$ cat src/rtl/imm_field_encoder.sv
// Packs a signed 32-bit immediate into a 12- or 20-bit instruction field through a
// two-stage valid/ready pipeline, flagging values that would not sign-extend back intact.
module imm_field_encoder #(
    parameter int CNT_W = 16
) (
    input  logic             clk,
    input  logic             rst_n,
    input  logic             in_valid,
    output logic             in_ready,
    input  logic [31:0]      Imm32,
    input  logic [1:0]       CTRL,
    output logic             out_valid,
    input  logic             out_ready,
    output logic [11:0]      Imm12,
    output logic [19:0]      Imm20,
    output logic [1:0]       CTRL_out,
    output logic             err_range,
    output logic             err_align,
    output logic [CNT_W-1:0] err_count,
    input  logic             clr_count
);

    localparam logic [CNT_W-1:0] CNT_MAX = '1;
    localparam logic [CNT_W-1:0] CNT_ONE = {{(CNT_W-1){1'b0}}, 1'b1};

    logic [11:0] enc_imm12;
    logic [19:0] enc_imm20;
    logic        enc_range;
    logic        enc_align;

    logic        s1_valid;
    logic [11:0] s1_imm12;
    logic [19:0] s1_imm20;
    logic [1:0]  s1_ctrl;
    logic        s1_range;
    logic        s1_align;

    logic        s2_adv;
    logic        s1_adv;

    // A value fits when every bit from the field's sign position upward matches.
    always_comb begin
        enc_imm12 = '0;
        enc_imm20 = '0;
        enc_range = 1'b0;
        enc_align = 1'b0;
        case (CTRL)
            2'b00: begin
                enc_imm12 = Imm32[11:0];
                enc_range = !((&Imm32[31:11]) || !(|Imm32[31:11]));
            end
            2'b01: begin
                enc_imm12 = Imm32[12:1];
                enc_range = !((&Imm32[31:12]) || !(|Imm32[31:12]));
                enc_align = Imm32[0];
            end
            2'b10: begin
                enc_imm20 = Imm32[19:0];
                enc_range = !((&Imm32[31:19]) || !(|Imm32[31:19]));
            end
            default: begin
                enc_imm20 = Imm32[20:1];
                enc_range = !((&Imm32[31:20]) || !(|Imm32[31:20]));
                enc_align = Imm32[0];
            end
        endcase
    end

    assign s2_adv   = !out_valid || out_ready;
    assign s1_adv   = !s1_valid || s2_adv;
    assign in_ready = s1_adv;

    always_ff @(posedge clk or negedge rst_n) begin
        if (!rst_n) begin
            s1_valid <= 1'b0;
            s1_imm12 <= '0;
            s1_imm20 <= '0;
            s1_ctrl  <= '0;
            s1_range <= 1'b0;
            s1_align <= 1'b0;
        end else if (s1_adv) begin
            s1_valid <= in_valid;
            if (in_valid) begin
                s1_imm12 <= enc_imm12;
                s1_imm20 <= enc_imm20;
                s1_ctrl  <= CTRL;
                s1_range <= enc_range;
                s1_align <= enc_align;
            end
        end
    end

    // Output stage only reloads on advance, which keeps data frozen during a stall.
    always_ff @(posedge clk or negedge rst_n) begin
        if (!rst_n) begin
            out_valid <= 1'b0;
            Imm12     <= '0;
            Imm20     <= '0;
            CTRL_out  <= '0;
            err_range <= 1'b0;
            err_align <= 1'b0;
        end else if (s2_adv) begin
            out_valid <= s1_valid;
            if (s1_valid) begin
                Imm12     <= s1_imm12;
                Imm20     <= s1_imm20;
                CTRL_out  <= s1_ctrl;
                err_range <= s1_range;
                err_align <= s1_align;
            end
        end
    end

    always_ff @(posedge clk or negedge rst_n) begin
        if (!rst_n) begin
            err_count <= '0;
        end else if (clr_count) begin
            err_count <= '0;
        end else if (out_valid && out_ready && (err_range || err_align) &&
                     (err_count != CNT_MAX)) begin
            err_count <= err_count + CNT_ONE;
        end
    end

endmodule
$ cat config.mk
export PLATFORM = sky130hd
export DESIGN_NAME = imm_field_encoder
export DESIGN_NICKNAME = d
export VERILOG_FILES = /design/src/rtl/imm_field_encoder.sv
export SDC_FILE = /design/constraint.sdc
export NUM_CORES = 1
export LEC_CHECK = 0
export ABC_AREA = 1
export ABC_CLOCK_PERIOD_IN_PS = 1350
export BUFFER_PORTS_ARGS = -buffer_cell sky130_fd_sc_hd__buf_2
export CORE_ASPECT_RATIO = 1.1
export CORE_MARGIN = 1
export CORE_UTILIZATION = 40
export DETAILED_ROUTE_END_ITERATION = 10
export GPL_TIMING_DRIVEN = 0
export PLACE_DENSITY = 0.75
export SLEW_MARGIN = 30
export SYNTH_ARGS = -nofsm -noshare
export SYNTH_HDL_FRONTEND = slang
export SYNTH_SLANG_ARGS = --single-unit
$ cat constraint.sdc
create_clock -name clk -period 1.35 [get_ports clk]
set_clock_uncertainty 0.05 [all_clocks]
set_input_delay 0.27 -clock clk [delete_from_list [all_inputs] [get_ports clk]]
set_output_delay 0.27 -clock clk [all_outputs]
set_load 0.05 [all_outputs]
==> impl_metrics.toml, run 1 <==
[sta]
finalSetupTns_ns = -2.678
setup_slack_ns = -0.2083
setup_viol = 21
rsz0062_at_grt = "true"
maxSlewViolCount = 0
period_minus_slack_ns = 1.558
final_hold_viol_count = 0
worst_slew_pin_slew_ns = 0.4122
timing.slew.headroom = 0.7252
fin_crit_sh = 1.154
fin_hold_ws_ns = 0.1890
timing.fmax_mhz = 641.7

[synth]
yosys_most_used_dff = "dfrtp_1"
syn_area_per_cell_sq_um = 8.287
synth_compound_area_frac = 0.1260
syn_nets = 560
synthTopCellsByArea = "dfrtp_1 52%, nand2_1 12%, o21ai_0 6.2%"
post-synth-top-count-cell = "nand2_1"
netlist_top_cells_count = "142 x nand2_1, 90 x dfrtp_1, 68 x inv_1"
synthSimpleGateAreaFrac = 0.2163
synthMuxAreaShare = 0.03659
synth_edf_count = 0
synthesis.area_sq_mm = 0.004309
synth_cell_types = 28
synth_top_area_share = 0.5226
ys_seq_area_frac = 0.5226
synthXorXnorAreaFrac = 0.01220
synthAdderAreaFrac = 0.002904
synth_top_family_by_area = "simple AND/OR/NAND/NOR gates"
synth_warnings = 0
netlist_instances = 520
yosys.area.top_type = "dfrtp_1"
synth_seq_cells = 90
ys_async_sr_fraction = 1.000

[grt]
grt_pass1_vias = 4017
grt_pass1_wl_um = 19020
grt_use_total = 0.2195
antenna_found_initial = 0
grt-ovfl-total = 0
grt_max_degree = 55

[clocking]
clock_latency_ns = 0.34
tritoncts = "yes"
numCtsBuffers = 9
root_buffer = "clkbuf_16"
cts.path.max_buffers = 2
clk_pin_slew_ns = 0.06
cts_num_sinks = 90
h-tree-depth = 3

[placed_design]
dp_hpwl_um = 8294
port_buffers = 92
gp_congestion = 0.9318
placedInstanceArea_sq_mm = 0.005170
pre_cts_ws_ns = -0.3238

[setup_path]
crit_chain = "ha_4, nand3_4, nor3_4, nand3_2, nand2_4, buf_6, nor2_2, o21ai_2, nor2_1"
crit_family = "simple AND/OR/NAND/NOR gates"
critPathBufInv = 1
arrival_ns = 1.73
worstPathRequired_ns = 1.52
end_kind = "flop"
reg2reg_slack_ns = -0.21
worst-setup-path-type = "flop to flop"
start_kind = "flop"
cp_max_fo = 5
slowest_delay_ns = 0.39
cpMaxStageDelayCell = "dfrtp_2"

[power]
power_mw = 8.836
ir_worst_vdd_v = 0.0009219
p_leak_nw = 2.895
p_per_area_mw_per_mm2 = 1512

[floorplan]
num_rows = 39
die_w_um = 101.0
die_area_sq_mm = 0.01119
start_util = 0.4127
num_io_pins = 93
die_h_um = 110.9
core_sq_mm = 0.01044

[finish]
areaGrowthSynthToFinish_pct = 35.63
final_nets = 683
antenna_cells = 0
fin_area_sq_mm = 0.005844
layout-drive-gt1-share = 0.3056

[route]
drt_first_pass_iters = 5
avgRoutedWirePerCell_um = 14.79
drtIter0Drc = 231
vias_per_cell = 5.110
drc_errors = 0
ant_nets = 0
vias = 4042
wirelength_um = 11700

[min_path]
hp-class = "primary input to flop"

[status]
status = "complete, but fails checks"
violations = "negative setup slack"

[job]
drv_cap = 0
## final cells by class
| cell class | instances | area (sq um) |
|---|---|---|
| plain buffers | 20 | 182.7 |
| clock inverters | 6 | 95.09 |
| repair buffers | 112 | 728.2 |
| clock buffers | 10 | 239.0 |
| multi-input cells | 340 | 1874 |
| inverters | 69 | 269.0 |
| flip-flops and latches | 90 | 2268 |
| fillers | 933 | 4598 |
| repair inverters | 1 | 8.758 |
| well taps | 143 | 178.9 |
## sequential cells by signal (all words and copies together), names as in the netlist
signal / cells
Imm20: 20
err_range: 1
s1_valid: 1
s1_range: 1
err_align: 1
s1_align: 1
s1_imm20: 20
err_count: 16
s1_ctrl: 2
CTRL_out: 2
out_valid: 1
Imm12: 12
s1_imm12: 12
## power breakdown
| group | switching (mW) | internal (mW) | leakage [nW] |
|---|---|---|---|
| registers | 0.244 | 3.12 | 1.16 |
| clock network | 1.07 | 1.69 | 0.164 |
| logic | 1.89 | 0.829 | 1.57 |
## per-layer routing
metal | vias up | GRT usage | wire, um
li1 | 1941 | - | -
met4 | 0 | 0.09952 | 256
met2 | 153 | 0.3658 | 5971
met1 | 1928 | 0.2748 | 4838
met3 | 20 | 0.04035 | 632
met5 | - | 0 | 0
## cell families (layout without fill, tap and decap cells)
kind of cell,after synthesis,count (layout)
multiplexers,14,14
AND/OR/NAND/NOR,224,224
buffers and inverters,90,218
AO/OA/AOI/OAI,95,95
adder cells (fa/ha/maj),1,1
XOR/XNOR,6,6
flip-flops,90,90
## cell usage in the layout, fill, tap and decap left out, drive strengths merged, types with 2 or more instances in the layout
master / n
nor3: 6
o21ai: 55
nor2: 40
dfrtp: 90
bufinv: 2
or2: 2
o22ai: 32
clkbuf: 25
nand3: 19
nand2: 145
inv: 70
nand4: 10
o31ai: 5
mux2: 14
xor2: 6
buf: 116
clkinv: 4
## timing repair
item,in CTS,in global routing
endpoints found under the hold margin,36,0
setup buffers,6,10
hold buffers,1,0
cloned,2,1
setup endpoints to repair,35,80
resized for setup,33,30
pin swaps,5,5
## worst reg2reg max path, delay by kind of cell, from the launching register on
family / cells / cell delay (ns)
simple gates: 6 / 0.61
fa+ha+maj: 1 / 0.17
buf+inv: 1 / 0.14
flops: 1 / 0.39
compound gates: 1 / 0.10
## stage by stage
step,instances,util
2_1_floorplan,520,-
3_5_place_dp,756,0.4951
4_1_cts,780,0.5419
3_3_place_gp,755,0.4919
5_1_grt,791,0.5597
6_report,791,0.5597
## final timing paths
kind                            depth (start not counted)         start            end
worst max register to register                          9  err_count[1]  err_count[10]
worst min register to register                          2   CTRL_out[0]    CTRL_out[0]
worst max-delay path                                    9  err_count[1]  err_count[10]
min in group asynchronous                               2         rst_n   err_count[8]
worst min-delay path                                    2     clr_count  err_count[11]
max in group asynchronous                               3         rst_n   err_count[0]
(Power assumes the default switching activity.)
==> inputs of run 2 (changes only) <==
--- a/config.mk
+++ b/config.mk
@@ -5,7 +5,6 @@
 export SDC_FILE = /design/constraint.sdc
 export NUM_CORES = 1
 export LEC_CHECK = 0
-export ABC_AREA = 1
 export ABC_CLOCK_PERIOD_IN_PS = 1350
 export BUFFER_PORTS_ARGS = -buffer_cell sky130_fd_sc_hd__buf_2
 export CORE_ASPECT_RATIO = 1.1
@@ -13,7 +12,7 @@
 export CORE_UTILIZATION = 40
 export DETAILED_ROUTE_END_ITERATION = 10
 export GPL_TIMING_DRIVEN = 0
-export PLACE_DENSITY = 0.75
+export PLACE_DENSITY = 0.76
 export SLEW_MARGIN = 30
 export SYNTH_ARGS = -nofsm -noshare
 export SYNTH_HDL_FRONTEND = slang
==> run 2 against run 1 <==
Compared with the run above:
- the flow still finishes with violations (negative setup slack)
- clock power shrank 30%
- synthesized area shrank 8.2%
- total power shrank 10%
- via count fell by 13%
- sequential share of layout area decreased by 4.0 points
- register-to-register slack worse by 0.14 ns
==> impl_metrics.toml, run 2 <==
[status]
status = "complete, but fails checks"
violations = "negative setup slack"

[power]
p_per_area_mw_per_mm2 = 1214
p_leak_nw = 3.053
ir_worst_vdd_v = 0.0006747

[route]
drt-met1-wl_um = 5162
drt_first_pass_iters = 4
route.met3.wl_um = 469
met2_length_um = 7106
top_layer_used = "met4"
ant_nets = 0
avgRoutedWirePerCell_um = 21.14
wirelength_um = 12960
drc_errors = 0
vias_per_cell = 5.713
vias = 3502
drtIter0Drc = 159

[setup_path]
cp_max_fo = 3
worst-setup-path-type = "flop to flop"
critPathBufInv = 2
worstPathRequired_ns = 1.53
worst_path_most_repeated_cell = "buf_4"
end_kind = "flop"
crit_family = "simple AND/OR/NAND/NOR gates"
cpMaxStageDelayCell = "dfrtp_2"
slowest_delay_ns = 0.38
arrival_ns = 1.88
reg2reg_slack_ns = -0.34
crit_chain = "nand4_1, buf_4, nor4_4, buf_4, nor4_2, xnor2_1, nor2_1"
start_kind = "flop"

[placed_design]
port_buffers = 91
gp_congestion = 0.8428
dp_hpwl_um = 6766
placed_cells = 546

[sta]
final_hold_viol_count = 0
timing.slew.headroom = 0.2112
period_minus_slack_ns = 1.693
rsz0062_at_grt = "true"
timing.fmax_mhz = 590.5
worst_slew_pin_slew_ns = 1.183
setup_viol = 70
maxSlewViolCount = 0
fin_crit_sh = 1.254
setup_slack_ns = -0.3433
finalSetupTns_ns = -9.157

[clocking]
cts_num_sinks = 90
numCtsBuffers = 9
h-tree-depth = 3
root_buffer = "clkbuf_8"
tritoncts = "yes"
clock_latency_ns = 0.36
cts.path.max_buffers = 2
clk_pin_slew_ns = 0.09

[grt]
antenna_found_initial = 0
grt_pass1_vias = 3555
grt_pass1_wl_um = 18440
grt_max_degree = 73
grt-ovfl-total = 0
grt_use_total = 0.2284

[floorplan]
die_area_sq_mm = 0.01030
num_io_pins = 93
die_h_um = 106.3
start_util = 0.4170
core_sq_mm = 0.009490
die_w_um = 96.84
num_rows = 37

[synth]
netlist_top_cells_count = "90 x dfrtp_1, 47 x nand2_1, 38 x mux2_2"
netlist_instances = 337
yosys.area.top_type = "dfrtp_1"
yosys_most_used_dff = "dfrtp_1"
ys_async_sr_fraction = 1.000
synth_top_area_share = 0.5691
synth_warnings = 0
syn_nets = 377
synthTopCellsByArea = "dfrtp_1 57%, mux2_2 11%, o31ai_1 5.7%"
syn_area_per_cell_sq_um = 11.74
synth_seq_cells = 90
synthesis.area_sq_mm = 0.003958
synth_cell_types = 32
ys_seq_area_frac = 0.5691
post-synth-top-count-cell = "dfrtp_1"
synth_edf_count = 0

[finish]
fin_cells = 613
layout_commonest_cell = "dfrtp_1"
fillerInstances = 624
antenna_cells = 0
areaGrowthSynthToFinish_pct = 65.25
final_cell_mix = "71 x dfrtp_1, 68 x buf_2, 36 x buf_4"
final_nets = 532
reg_top3 = "Imm20 x20, s1_imm20 x20, err_count x16"
layout-drive-gt1-share = 0.6472

[min_path]
hp-class = "primary input to flop"

[job]
drv_cap = 0
run 2: cell count changes in the layout (fill, tap and decap cells not counted), moves of 26 or more:
cell     previous run  this run
nand2_1           137        11
o22ai_1            32         1
o21ai_0            27         1
mux2_2              0        33
nand2_4             3        32
inv_1              65         2
run 2: layout make-up:
cell class | count | area (sq um) | area share
inverters | 2 | 7.507 | 0.001148
flip-flops and latches | 90 | 2276 | 0.3480
clock buffers | 11 | 151.4 | 0.02315
clock inverters | 4 | 51.30 | 0.007844
multi-input cells | 231 | 2494 | 0.3813
well taps | 117 | 146.4 | 0.02238
plain buffers | 16 | 220.2 | 0.03367
repair buffers | 142 | 1194 | 0.1825
run 2: where the power goes:
part           total [mW]  internal (mW)  switching [mW]
Sequential           3.34           3.05           0.292
Combinational        2.67           1.01            1.66
Clock                1.93          0.948           0.979
run 2: path summary, 6_finish.rpt:
check	startpoint	end	cells after the start
setup / recovery	err_count[3]	err_count[5]	7
hold / removal	clr_count	err_count[3]	2
setup reg to reg	err_count[3]	err_count[5]	7
hold reg to reg	Imm20[14]	Imm20[14]	1
max in group asynchronous	rst_n	err_count[8]	3
min in group asynchronous	rst_n	Imm12[2]	2
run 2: worst reg2reg max path, stage by stage, from the launching register on:
cell and delay, ns:
dfrtp_2 0.38, nand4_1 0.17, buf_4 0.20, nor4_4 0.32, buf_4 0.20, nor4_2 0.05
xnor2_1 0.14, nor2_1 0.06
run 2: routing by layer:
metal | global-route usage | vias up
met4 | 0.09275 | 0
met3 | 0.03550 | 16
met2 | 0.4110 | 112
li1 | - | 1550
met5 | 0 | -
met1 | 0.2723 | 1824
run 2: metrics by stage:
step	hold slack [ns]	total power [mW]	util	instance area, sq um	setup slack (ns)
global route	0.1232	8.191	0.6891	6540	-0.4465
floorplan	-0.07559	4.629	-	4108	-0.5473
detailed placement	0.07601	5.196	0.4998	4743	-0.4717
global placement	0.4098	5.136	0.4962	4710	-0.9876
CTS	0.1133	7.537	0.6277	5957	-0.2306
finish	0.1171	7.940	0.6891	6540	-0.3433
run 2: cell families (layout without fill, tap and decap cells):
| family | after synthesis | in the layout | synth area share |
|---|---|---|---|
| and+or+nand+nor | 106 | 109 | 0.1306 |
| AOI/OAI and AO/OA | 48 | 48 | 0.08505 |
| adders and majority gates | 1 | 1 | 0.003161 |
| DFF | 90 | 90 | 0.5691 |
| xor gates and xnor gates | 14 | 14 | 0.03098 |
| muxes | 59 | 59 | 0.1612 |
| buffers and inverters | 19 | 175 | 0.01992 |
run 2: what timing repair did:
| item | CTS | global route |
|---|---|---|
| pin swaps | 51 | 38 |
| hold endpoints to repair | 18 | 0 |
| setup endpoints to repair | 86 | 92 |
| gates cloned | 9 | 4 |
| hold buffers | 1 | 0 |
| buffers inserted | 21 | 21 |
| gates resized for setup | 146 | 95 |
==> inputs of run 3 (changes only) <==
--- a/config.mk
+++ b/config.mk
@@ -8,11 +8,11 @@
 export ABC_CLOCK_PERIOD_IN_PS = 1350
 export BUFFER_PORTS_ARGS = -buffer_cell sky130_fd_sc_hd__buf_2
 export CORE_ASPECT_RATIO = 1.1
-export CORE_MARGIN = 1
-export CORE_UTILIZATION = 40
+export CORE_UTILIZATION = 38
 export DETAILED_ROUTE_END_ITERATION = 10
 export GPL_TIMING_DRIVEN = 0
-export PLACE_DENSITY = 0.76
+export PLACE_DENSITY = 0.73
+export REMOVE_ABC_BUFFERS = 1
 export SLEW_MARGIN = 30
 export SYNTH_ARGS = -nofsm -noshare
 export SYNTH_HDL_FRONTEND = slang
==> run 3 against run 2 <==
Compared with the run above:
- the run still ends with negative setup slack left
- routed wire length decreased by 10%
- utilization fell by 5.1 points
- cell area is 2.6% lower
- sequential cell count did not move
- register-to-register slack better by 0.04 ns
- sequential power shrank 1%
- maximum frequency rose by 2.6%
- clock power shrank 12%
- total power decreased by 5.0%
- critical endpoint is now err_count[2]
==> impl_metrics.toml, run 3 (synthesis results as in run 2) <==
[status]
status = "complete, but fails checks"
violations = "negative setup slack"

[route]
vias_per_cell = 5.569
drtIter0Drc = 83
vias = 3369
drc_errors = 0
ant_nets = 0
wirelength_um = 11640
drt_first_pass_iters = 4
avgRoutedWirePerCell_um = 19.24

[finish]
antenna_cells = 0
final_util = 0.6381
areaGrowthSynthToFinish_pct = 60.99
layout_commonest_cell = "dfrtp_1"
final_nets = 521
layout-drive-gt1-share = 0.6021
reg_top3 = "Imm20 x20, s1_imm20 x20, err_count x16"
final_cell_mix = "81 x dfrtp_1, 66 x buf_2, 36 x mux2_2"

[grt]
antenna_found_initial = 0
grt_pass1_wl_um = 17420
grt_use_total = 0.2140
grt_max_degree = 48
grt-ovfl-total = 0
grt_pass1_vias = 3360

[setup_path]
worstPathRequired_ns = 1.54
r2r-start = "err_count[0]"
slowest_delay_ns = 0.42
reg2reg_slack_ns = -0.30
r2r-end = "err_count[2]"
end_kind = "flop"
arrival_ns = 1.84
start_kind = "flop"
worst-setup-path-type = "flop to flop"
crit_family = "simple AND/OR/NAND/NOR gates"
cp_max_fo = 7
ff2ff_path_depth = 7
critPathBufInv = 1
crit_chain = "ha_4, nand3_4, nor4_4, buf_6, nor3b_2, xnor2_1, nor2_1"
cpMaxStageDelayCell = "dfrtp_2"

[floorplan]
die_h_um = 109.0
num_io_pins = 93
core_sq_mm = 0.009985
start_util = 0.3964
die_area_sq_mm = 0.01083
die_w_um = 99.30
num_rows = 38

[clocking]
cts_num_sinks = 90
clock_latency_ns = 0.35
clk_pin_slew_ns = 0.08
cts.path.max_buffers = 2
tritoncts = "yes"
numCtsBuffers = 9
root_buffer = "clkbuf_8"
h-tree-depth = 3

[sta]
fin_crit_sh = 1.223
timing.fmax_mhz = 605.7
worst_slew_pin_slew_ns = 0.7427
period_minus_slack_ns = 1.651
fin_hold_ws_ns = 0.1563
setup_viol = 100
maxSlewViolCount = 0
timing.slew.headroom = 0.5049
rsz0062_at_grt = "true"
final_hold_viol_count = 0
setup_slack_ns = -0.3011

[placed_design]
pre_cts_ws_ns = -0.6059
port_buffers = 92
dp_hpwl_um = 5918
gp_congestion = 0.7923

[min_path]
hp-class = "primary input to flop"
whs_path_depth = 3
hold_start = "Imm32[0]"
holdPathEnd = "s1_align"

[power]
ir_worst_vdd_v = 0.0008255
p_per_area_mw_per_mm2 = 1184
p_leak_nw = 2.955

[job]
drv_cap = 0
-- run 3: cell types whose count changed in the layout (fill, tap and decap cells not counted), moves of 3 or more --
cell,change
clkbuf_16,-6
nand2_2,+4
buf_16,+7
o31ai_2,+4
mux2_2,+3
dfrtp_1,+10
mux2_4,-3
dfrtp_2,-10
nand2_4,-10
buf_6,+6
nand2_1,+5
buf_8,-3
buf_4,-11
o31ai_4,-3
-- run 3: cell type report --
| class | instances | area [sq um] |
|---|---|---|
| repair buffers | 147 | 1414 |
| flip-flops and latches | 90 | 2263 |
| clock buffers | 13 | 158.9 |
| well taps | 120 | 150.1 |
| inverters | 2 | 11.26 |
| clock inverters | 2 | 12.51 |
| multi-input cells | 230 | 2354 |
| fillers | 746 | 3613 |
| repair inverters | 1 | 7.507 |
-- run 3: timing repair --
action,CTS,global route
hold buffers,1,0
buffers inserted,31,14
resized for setup,149,85
endpoints found under the setup margin,88,113
endpoints found under the hold margin,43,0
pin swaps,41,37
cloned,11,4
-- run 3: report_power, final --
part	internal, mW	switching, mW	total [mW]	leakage (nW)
Combinational	0.969	1.60	2.57	1.71
Clock	0.760	0.927	1.69	0.0855
Sequential	3.05	0.244	3.29	1.16
Total	4.78	2.77	7.55	2.95
-- run 3: worst max-delay path by stage --
stage / start / endpoint / cells after the start
after floorplan: out_valid / s1_ctrl[0] / 3
after global placement: out_ready / s1_range / 5
after detailed placement: CTRL[1] / s1_range / 6
after CTS: err_count[5] / err_count[13] / 5
after global routing: err_count[0] / err_count[2] / 7
final: err_count[0] / err_count[2] / 7
-- run 3: metrics by stage --
| stage | std cells | instance area [sq um] | power (mW) | setup TNS (ns) |
|---|---|---|---|---|
| 3_3_place_gp | 532 | 4497 | 5.055 | -162.23 |
| 3_5_place_dp | 535 | 4581 | 5.134 | -22.37 |
| 6_report | 605 | 6371 | 7.545 | -15.34 |
| 2_1_floorplan | 320 | 3886 | 4.541 | -97.76 |
| 5_1_grt | 605 | 6371 | 7.867 | -20.18 |
| 4_1_cts | 593 | 5858 | 7.301 | -7.507 |
-- run 3: metal layers --
layer / up-vias / part of all wire / global-route usage
li1: 1525 / - / -
met1: 1709 / 0.41 / 0.2658
met2: 120 / 0.52 / 0.3725
met3: 15 / 0.056 / 0.05256
met4: 0 / 0.015 / 0.05882
met5: - / 0 / 0
-- run 3: worst reg2reg max path, stage by stage, from the launching register on --
cell,delay [ns]
dfrtp_2,0.42
ha_4,0.18
nand3_4,0.09
nor4_4,0.32
buf_6,0.20
nor3b_2,0.06
xnor2_1,0.15
nor2_1,0.06
